[src/rtl/tt_um_serial_adder_if.sv]
// Tiny Tapeout user-slot pin bundle for the serial adder.
interface tt_um_serial_adder_if;
    logic       ena;
    logic [7:0] ui_in;
    logic [7:0] uio_in;
    logic [7:0] uo_out;
    logic [7:0] uio_out;
    logic [7:0] uio_oe;

    modport master (output ena, ui_in, uio_in, input uo_out, uio_out, uio_oe);
    modport slave  (input ena, ui_in, uio_in, output uo_out, uio_out, uio_oe);
endinterface

[src/rtl/tt_um_serial_adder.sv]
// Digit-serial A+B / A-B with byte-loaded operands; DIGIT bits per cycle.
// Optional signed-overflow flag on uio[4] when SADD_OVF_EN is defined.
module tt_um_serial_adder #(
    parameter int unsigned WIDTH = 8,
    parameter int unsigned DIGIT = 1
) (
    input  logic                 clk,
    input  logic                 rst_n,
    tt_um_serial_adder_if.slave  bus
);
    localparam int unsigned NDIG  = WIDTH / DIGIT;
    localparam int unsigned CNT_W = 4;

    typedef enum logic {IDLE, RUN} state_t;

    state_t             state, state_d;
    logic [WIDTH-1:0]   a, a_d, b, b_d;
    logic [WIDTH-1:0]   sa, sa_d, sb, sb_d;
    logic [WIDTH-1:0]   wres, wres_d, res, res_d;
    logic [CNT_W-1:0]   cnt, cnt_d;
    logic               carry_w, carry_w_d, carry_f, carry_f_d;
    logic               busy, busy_d, done, done_d;
    logic               start_q;
    logic [DIGIT:0]     sum_ext_c;
    logic               start_pulse_c, accept_start_c, accept_load_c, finish_c;
    logic               ovf_bit;
    logic               unused_pins;

    assign unused_pins = &{1'b0, bus.ena, bus.ui_in, bus.uio_in};

    assign start_pulse_c = bus.uio_in[2] & ~start_q;
    assign sum_ext_c = (DIGIT+1)'(sa[DIGIT-1:0]) + (DIGIT+1)'(sb[DIGIT-1:0])
                     + (DIGIT+1)'(carry_w);

    // Next-state and datapath update
    always_comb begin
        state_d        = state;
        a_d            = a;
        b_d            = b;
        sa_d           = sa;
        sb_d           = sb;
        wres_d         = wres;
        res_d          = res;
        cnt_d          = cnt;
        carry_w_d      = carry_w;
        carry_f_d      = carry_f;
        busy_d         = busy;
        done_d         = done;
        accept_start_c = 1'b0;
        accept_load_c  = 1'b0;
        finish_c       = 1'b0;
        case (state)
            IDLE: begin
                if (start_pulse_c) begin
                    accept_start_c = 1'b1;
                    sa_d      = a;
                    sb_d      = bus.uio_in[3] ? ~b : b;
                    carry_w_d = bus.uio_in[3];
                    wres_d    = '0;
                    cnt_d     = '0;
                    done_d    = 1'b0;
                    busy_d    = 1'b1;
                    state_d   = RUN;
                end else if (bus.uio_in[0] || bus.uio_in[1]) begin
                    accept_load_c = 1'b1;
                    if (bus.uio_in[0]) a_d = bus.ui_in[WIDTH-1:0];
                    if (bus.uio_in[1]) b_d = bus.ui_in[WIDTH-1:0];
                    done_d = 1'b0;
                end
            end
            RUN: begin
                sa_d      = sa >> DIGIT;
                sb_d      = sb >> DIGIT;
                carry_w_d = sum_ext_c[DIGIT];
                cnt_d     = cnt + CNT_W'(1);
                // Sum digit enters from the MSB so the result lands aligned after NDIG shifts
                wres_d    = (wres >> DIGIT) | (WIDTH'(sum_ext_c[DIGIT-1:0]) << (WIDTH - DIGIT));
                if (cnt == CNT_W'(NDIG - 1)) begin
                    finish_c  = 1'b1;
                    res_d     = wres_d;
                    carry_f_d = sum_ext_c[DIGIT];
                    busy_d    = 1'b0;
                    done_d    = 1'b1;
                    state_d   = IDLE;
                end
            end
            default: state_d = IDLE;
        endcase
    end

    always_ff @(posedge clk or negedge rst_n) begin
        if (!rst_n) begin
            state   <= IDLE;
            a       <= '0;
            b       <= '0;
            sa      <= '0;
            sb      <= '0;
            wres    <= '0;
            res     <= '0;
            cnt     <= '0;
            carry_w <= 1'b0;
            carry_f <= 1'b0;
            busy    <= 1'b0;
            done    <= 1'b0;
            start_q <= 1'b0;
        end else begin
            state   <= state_d;
            a       <= a_d;
            b       <= b_d;
            sa      <= sa_d;
            sb      <= sb_d;
            wres    <= wres_d;
            res     <= res_d;
            cnt     <= cnt_d;
            carry_w <= carry_w_d;
            carry_f <= carry_f_d;
            busy    <= busy_d;
            done    <= done_d;
            start_q <= bus.uio_in[2];
        end
    end

`ifdef SADD_OVF_EN
    logic sub_q, sub_d, ovf, ovf_d;
    logic bop_msb_c;

    assign bop_msb_c = sub_q ? ~b[WIDTH-1] : b[WIDTH-1];

    // Signed overflow: effective operand signs agree but the result sign differs from A
    always_comb begin
        sub_d = sub_q;
        ovf_d = ovf;
        if (accept_start_c) begin
            sub_d = bus.uio_in[3];
            ovf_d = 1'b0;
        end else if (accept_load_c) begin
            ovf_d = 1'b0;
        end else if (finish_c) begin
            ovf_d = (a[WIDTH-1] == bop_msb_c) && (wres_d[WIDTH-1] != a[WIDTH-1]);
        end
    end

    always_ff @(posedge clk or negedge rst_n) begin
        if (!rst_n) begin
            sub_q <= 1'b0;
            ovf   <= 1'b0;
        end else begin
            sub_q <= sub_d;
            ovf   <= ovf_d;
        end
    end

    assign ovf_bit    = ovf;
    assign bus.uio_oe = 8'b1111_0000;
`else
    assign ovf_bit    = 1'b0;
    assign bus.uio_oe = 8'b1110_0000;
`endif

    assign bus.uo_out  = 8'(res);
    assign bus.uio_out = {carry_f, done, busy, ovf_bit, 4'b0000};
endmodule

[src/flat_wrapper.sv]
// flat-port wrapper written by rule: the top's interface ports become plain ports
module tt_um_serial_adder_flat 
#(
    parameter int unsigned WIDTH = 8,
    parameter int unsigned DIGIT = 1
)
  (clk, rst_n, bus_ena, bus_ui_in, bus_uio_in, bus_uo_out, bus_uio_out, bus_uio_oe);
  tt_um_serial_adder_if bus_i ();
  input  logic clk;
  input  logic rst_n;
  input wire logic [$bits(bus_i.ena)-1:0] bus_ena;
  input wire logic [$bits(bus_i.ui_in)-1:0] bus_ui_in;
  input wire logic [$bits(bus_i.uio_in)-1:0] bus_uio_in;
  output wire logic [$bits(bus_i.uo_out)-1:0] bus_uo_out;
  output wire logic [$bits(bus_i.uio_out)-1:0] bus_uio_out;
  output wire logic [$bits(bus_i.uio_oe)-1:0] bus_uio_oe;
  assign bus_i.ena = bus_ena;
  assign bus_i.ui_in = bus_ui_in;
  assign bus_i.uio_in = bus_uio_in;
  assign bus_uo_out = bus_i.uo_out;
  assign bus_uio_out = bus_i.uio_out;
  assign bus_uio_oe = bus_i.uio_oe;
  tt_um_serial_adder #(.WIDTH(WIDTH), .DIGIT(DIGIT)) u_core (.clk(clk), .rst_n(rst_n), .bus(bus_i));
endmodule
[config.mk]
export PLATFORM = sky130hd
export DESIGN_NAME = tt_um_serial_adder_flat
export DESIGN_NICKNAME = d
export VERILOG_FILES = /design/src/rtl/tt_um_serial_adder_if.sv /design/src/rtl/tt_um_serial_adder.sv /design/src/flat_wrapper.sv
export SDC_FILE = /design/constraint.sdc
export NUM_CORES = 1
export LEC_CHECK = 0
export CAP_MARGIN = 20
export CORE_ASPECT_RATIO = 2
export CORE_UTILIZATION = 57
export CTS_BUF_LIST = sky130_fd_sc_hd__clkbuf_8 sky130_fd_sc_hd__clkbuf_16
export CTS_CLUSTER_DIAMETER = 200
export DETAILED_ROUTE_END_ITERATION = 7
export PLACE_DENSITY = 0.91
export SLEW_MARGIN = 10
export SYNTH_ARGS = -nofsm -noshare
export SYNTH_HDL_FRONTEND = slang
export SYNTH_SLANG_ARGS = --single-unit
export TNS_END_PERCENT = 30
[constraint.sdc]
create_clock -name clk -period 4.7 [get_ports clk]
set_clock_uncertainty 0.1 [all_clocks]
set_input_delay 0.47 -clock clk [delete_from_list [all_inputs] [get_ports clk]]
set_output_delay 0.47 -clock clk [all_outputs]
set_load 0.03 [all_outputs]
==> results.json <==
{
  "ir_drop_mv": 0.3944,
  "total_power_mw": 1.907,
  "setup_viol": 0,
  "postCtsHoldBufs": 0,
  "rows": 34,
  "crit_required_ps": 4820,
  "cts_tree": "done",
  "cp_top_family": "flip-flops",
  "io_pins": 43,
  "crit_path_end_kind": "flop",
  "route.detailed.drc": 0,
  "worstPathCellList": "nand4b_1 > mux2_2",
  "ctsHtreeMaxLevel": 3,
  "cts_resized": 0,
  "grt_pass1_wl_um": 7472,
  "clockBufferDepth": 2,
  "slowest_stage": "dfrtp_1",
  "place_area_um2": 2748,
  "synth_warnings": 0,
  "firstDrtPassIters": 4,
  "clock_latency_ps": 340,
  "crit_type": "flop to flop",
  "fp.dieH_um": 96.96,
  "synth.distinct_cells": 26,
  "port_buffers": 24,
  "rsz0062_at_grt": "false",
  "drt_iter0_markers": 33,
  "yosysTopAreaCellShare_pct": 55.50,
  "grt_use_total_pct": 21.33,
  "diodes": 0,
  "tightest_slew_ps": 1033,
  "ys_seq_area_share_pct": 55.50,
  "syn-instance-count": 219,
  "fin_area_um2": 2977,
  "path_clk_slew_ps": 60,
  "fin_util_pct": 68.60,
  "arrival_ps": 2490,
  "p_leak_nw": 1.384,
  "dp_hpwl_um": 2824,
  "fin_crit_sh_pct": 50.46,
  "start_util_pct": 59.23,
  "num_vias": 1590,
  "min_period_ps": 2372,
  "grt_overflow": 0,
  "worstHoldPathType": "input pin to async pin",
  "syn-cell-area_um2": 2570,
  "synth_edf_count": 0,
  "vias_per_cell": 5.336,
  "finalMaxSlewViolations": 0,
  "synthArstFlopShare_pct": 100.0,
  "layout_setup_ws_ps": 2328,
  "crit_path_start_kind": "flop",
  "status": "finished, final reports clean",
  "postCtsSetupBuffers": 0,
  "cts_buffers": 9,
  "ant_nets": 0,
  "clock-sinks": 57,
  "wl_um": 4283,
  "max_cap_viol_count": 0,
  "nets": 260,
  "place_ws_ps": 2307,
  "worst-path-max-fanout": 30,
  "worst-path-buf-inv": 0,
  "place.gp.congestion": 0.7867,
  "syn2layout_area_growth_pct": 15.82,
  "synth_area_leader_cell": "dfrtp_1",
  "setup-tns-final_ps": 0,
  "synth_ff_type": "dfrtp_1",
  "core_um2": 4339,
  "synthTopCellsByArea": "dfrtp_1 56%, mux2_2 9.6%, mux2i_1 6.6%",
  "synth.avg_cell_area_um2": 11.74,
  "antenna_found_initial": 0,
  "grt_max_degree": 58,
  "die_w_um": 49.48,
  "grt_pass1_vias": 1590,
  "max_freq_ghz": 0.4217,
  "relSlewSlack_pct": 31.13,
  "powerDensity_nw_per_um2": 640.7,
  "hold_viol_final": 0,
  "clockRootBuffer": "clkbuf_8",
  "dieArea_um2": 4798,
  "drive_gt1_share_pct": 18.03,
  "route.detailed.wl_per_inst_um": 14.37,
  "ys_ff_latch": 57,
  "critPathMaxStageDelay_ps": 980
}
sequential cells by signal, summed over array words and instances (netlist names), 4 cells and up:
signal             cells
u_core.a               8
u_core.b               8
u_core.bus.uo_out      8
u_core.sa              8
u_core.sb              8
u_core.wres            7
u_core.cnt             4
final timing paths:
| check | start | end | slack, ps | cells after the start |
|---|---|---|---|---|
| max in group asynchronous | rst_n | u_core.carry_f | 3890 | 2 |
| max reg2reg | u_core.state | u_core.carry_f | 2330 | 2 |
| max | u_core.state | u_core.carry_f | 2330 | 2 |
| min reg2reg | u_core.sa[2] | u_core.sa[1] | 390 | 2 |
| min | rst_n | u_core.bus.uo_out[0] | 160 | 2 |
| min in group clk | u_core.sa[2] | u_core.sa[1] | 390 | 2 |
cell type report:
cell class	instances	area (um2)
Clock buffer	11	151.4
Fill cell	344	1363
Inverter	1	3.754
Tap cell	54	67.56
Multi-Input combinational cell	143	992.2
Timing Repair Buffer	27	257.7
Sequential cell	57	1426
Clock inverter	5	77.57
cells in the mapped netlist, types with 2 or more instances:
master and number:
a21oi_1 3, o21a_1 2, clkbuf_1 5, buf_4 18
mux2i_1 17, nand2_1 37, buf_2 4, conb_1 2
xor2_1 9, dfrtp_1 57, nor3b_4 2, mux2_2 22
mux2_1 3, nor2_1 3, o21ai_0 24
where the power goes:
part | internal (mW) | switching [mW]
Sequential | 0.691 | 0.147
Combinational | 0.277 | 0.280
Clock | 0.325 | 0.188
Total | 1.29 | 0.615
worst register-to-register path, cell delays in order, from the launching register on:
cell and delay (ps):
dfrtp_1 980, nand4b_1 690, mux2_2 490
stage by stage:
stage	instances	hold slack [ps]
after floorplan	230	74.41
after global placement	282	363.4
after detailed placement	282	376.5
after CTS	298	171.4
after global routing	298	220.9
final	298	159.6
layer usage:
| metal | GRT usage [%] | vias up | part of all wire, % |
|---|---|---|---|
| li1 | - | 742 | - |
| met1 | 25.14 | 802 | 40 |
| met2 | 33.40 | 38 | 55 |
| met3 | 7.233 | 8 | 3.2 |
| met4 | 12.09 | 0 | 2.2 |
| met5 | 0 | - | 0 |
layout by cell type (no fill, tap or decap), drive strengths merged, types with 2 or more instances in the layout:
cell and count:
clkbuf 11, clkinv 2, xor2 9, buf 4
nor2 3, bufinv 2, conb 13, nand2 37
clkdlybuf4s50 23, dfrtp 57, mux2 25, a21oi 3
mux2i 17, o21ai 24, o21a 2, nor3b 2
logic make-up (layout without fill, tap and decap cells):
logic type,count (synthesis),count (layout),share of synthesized area [%]
other,2,13,0.2922
buffers and inverters,30,44,7.497
adders and majority gates,2,2,1.266
and+or+nand+nor,46,46,8.325
DFF,57,57,55.50
muxes,42,42,17.58
xor gates and xnor gates,10,10,3.408
AOI/OAI and AO/OA,30,30,6.134
Note: power is estimated with default switching activity, not from simulation.
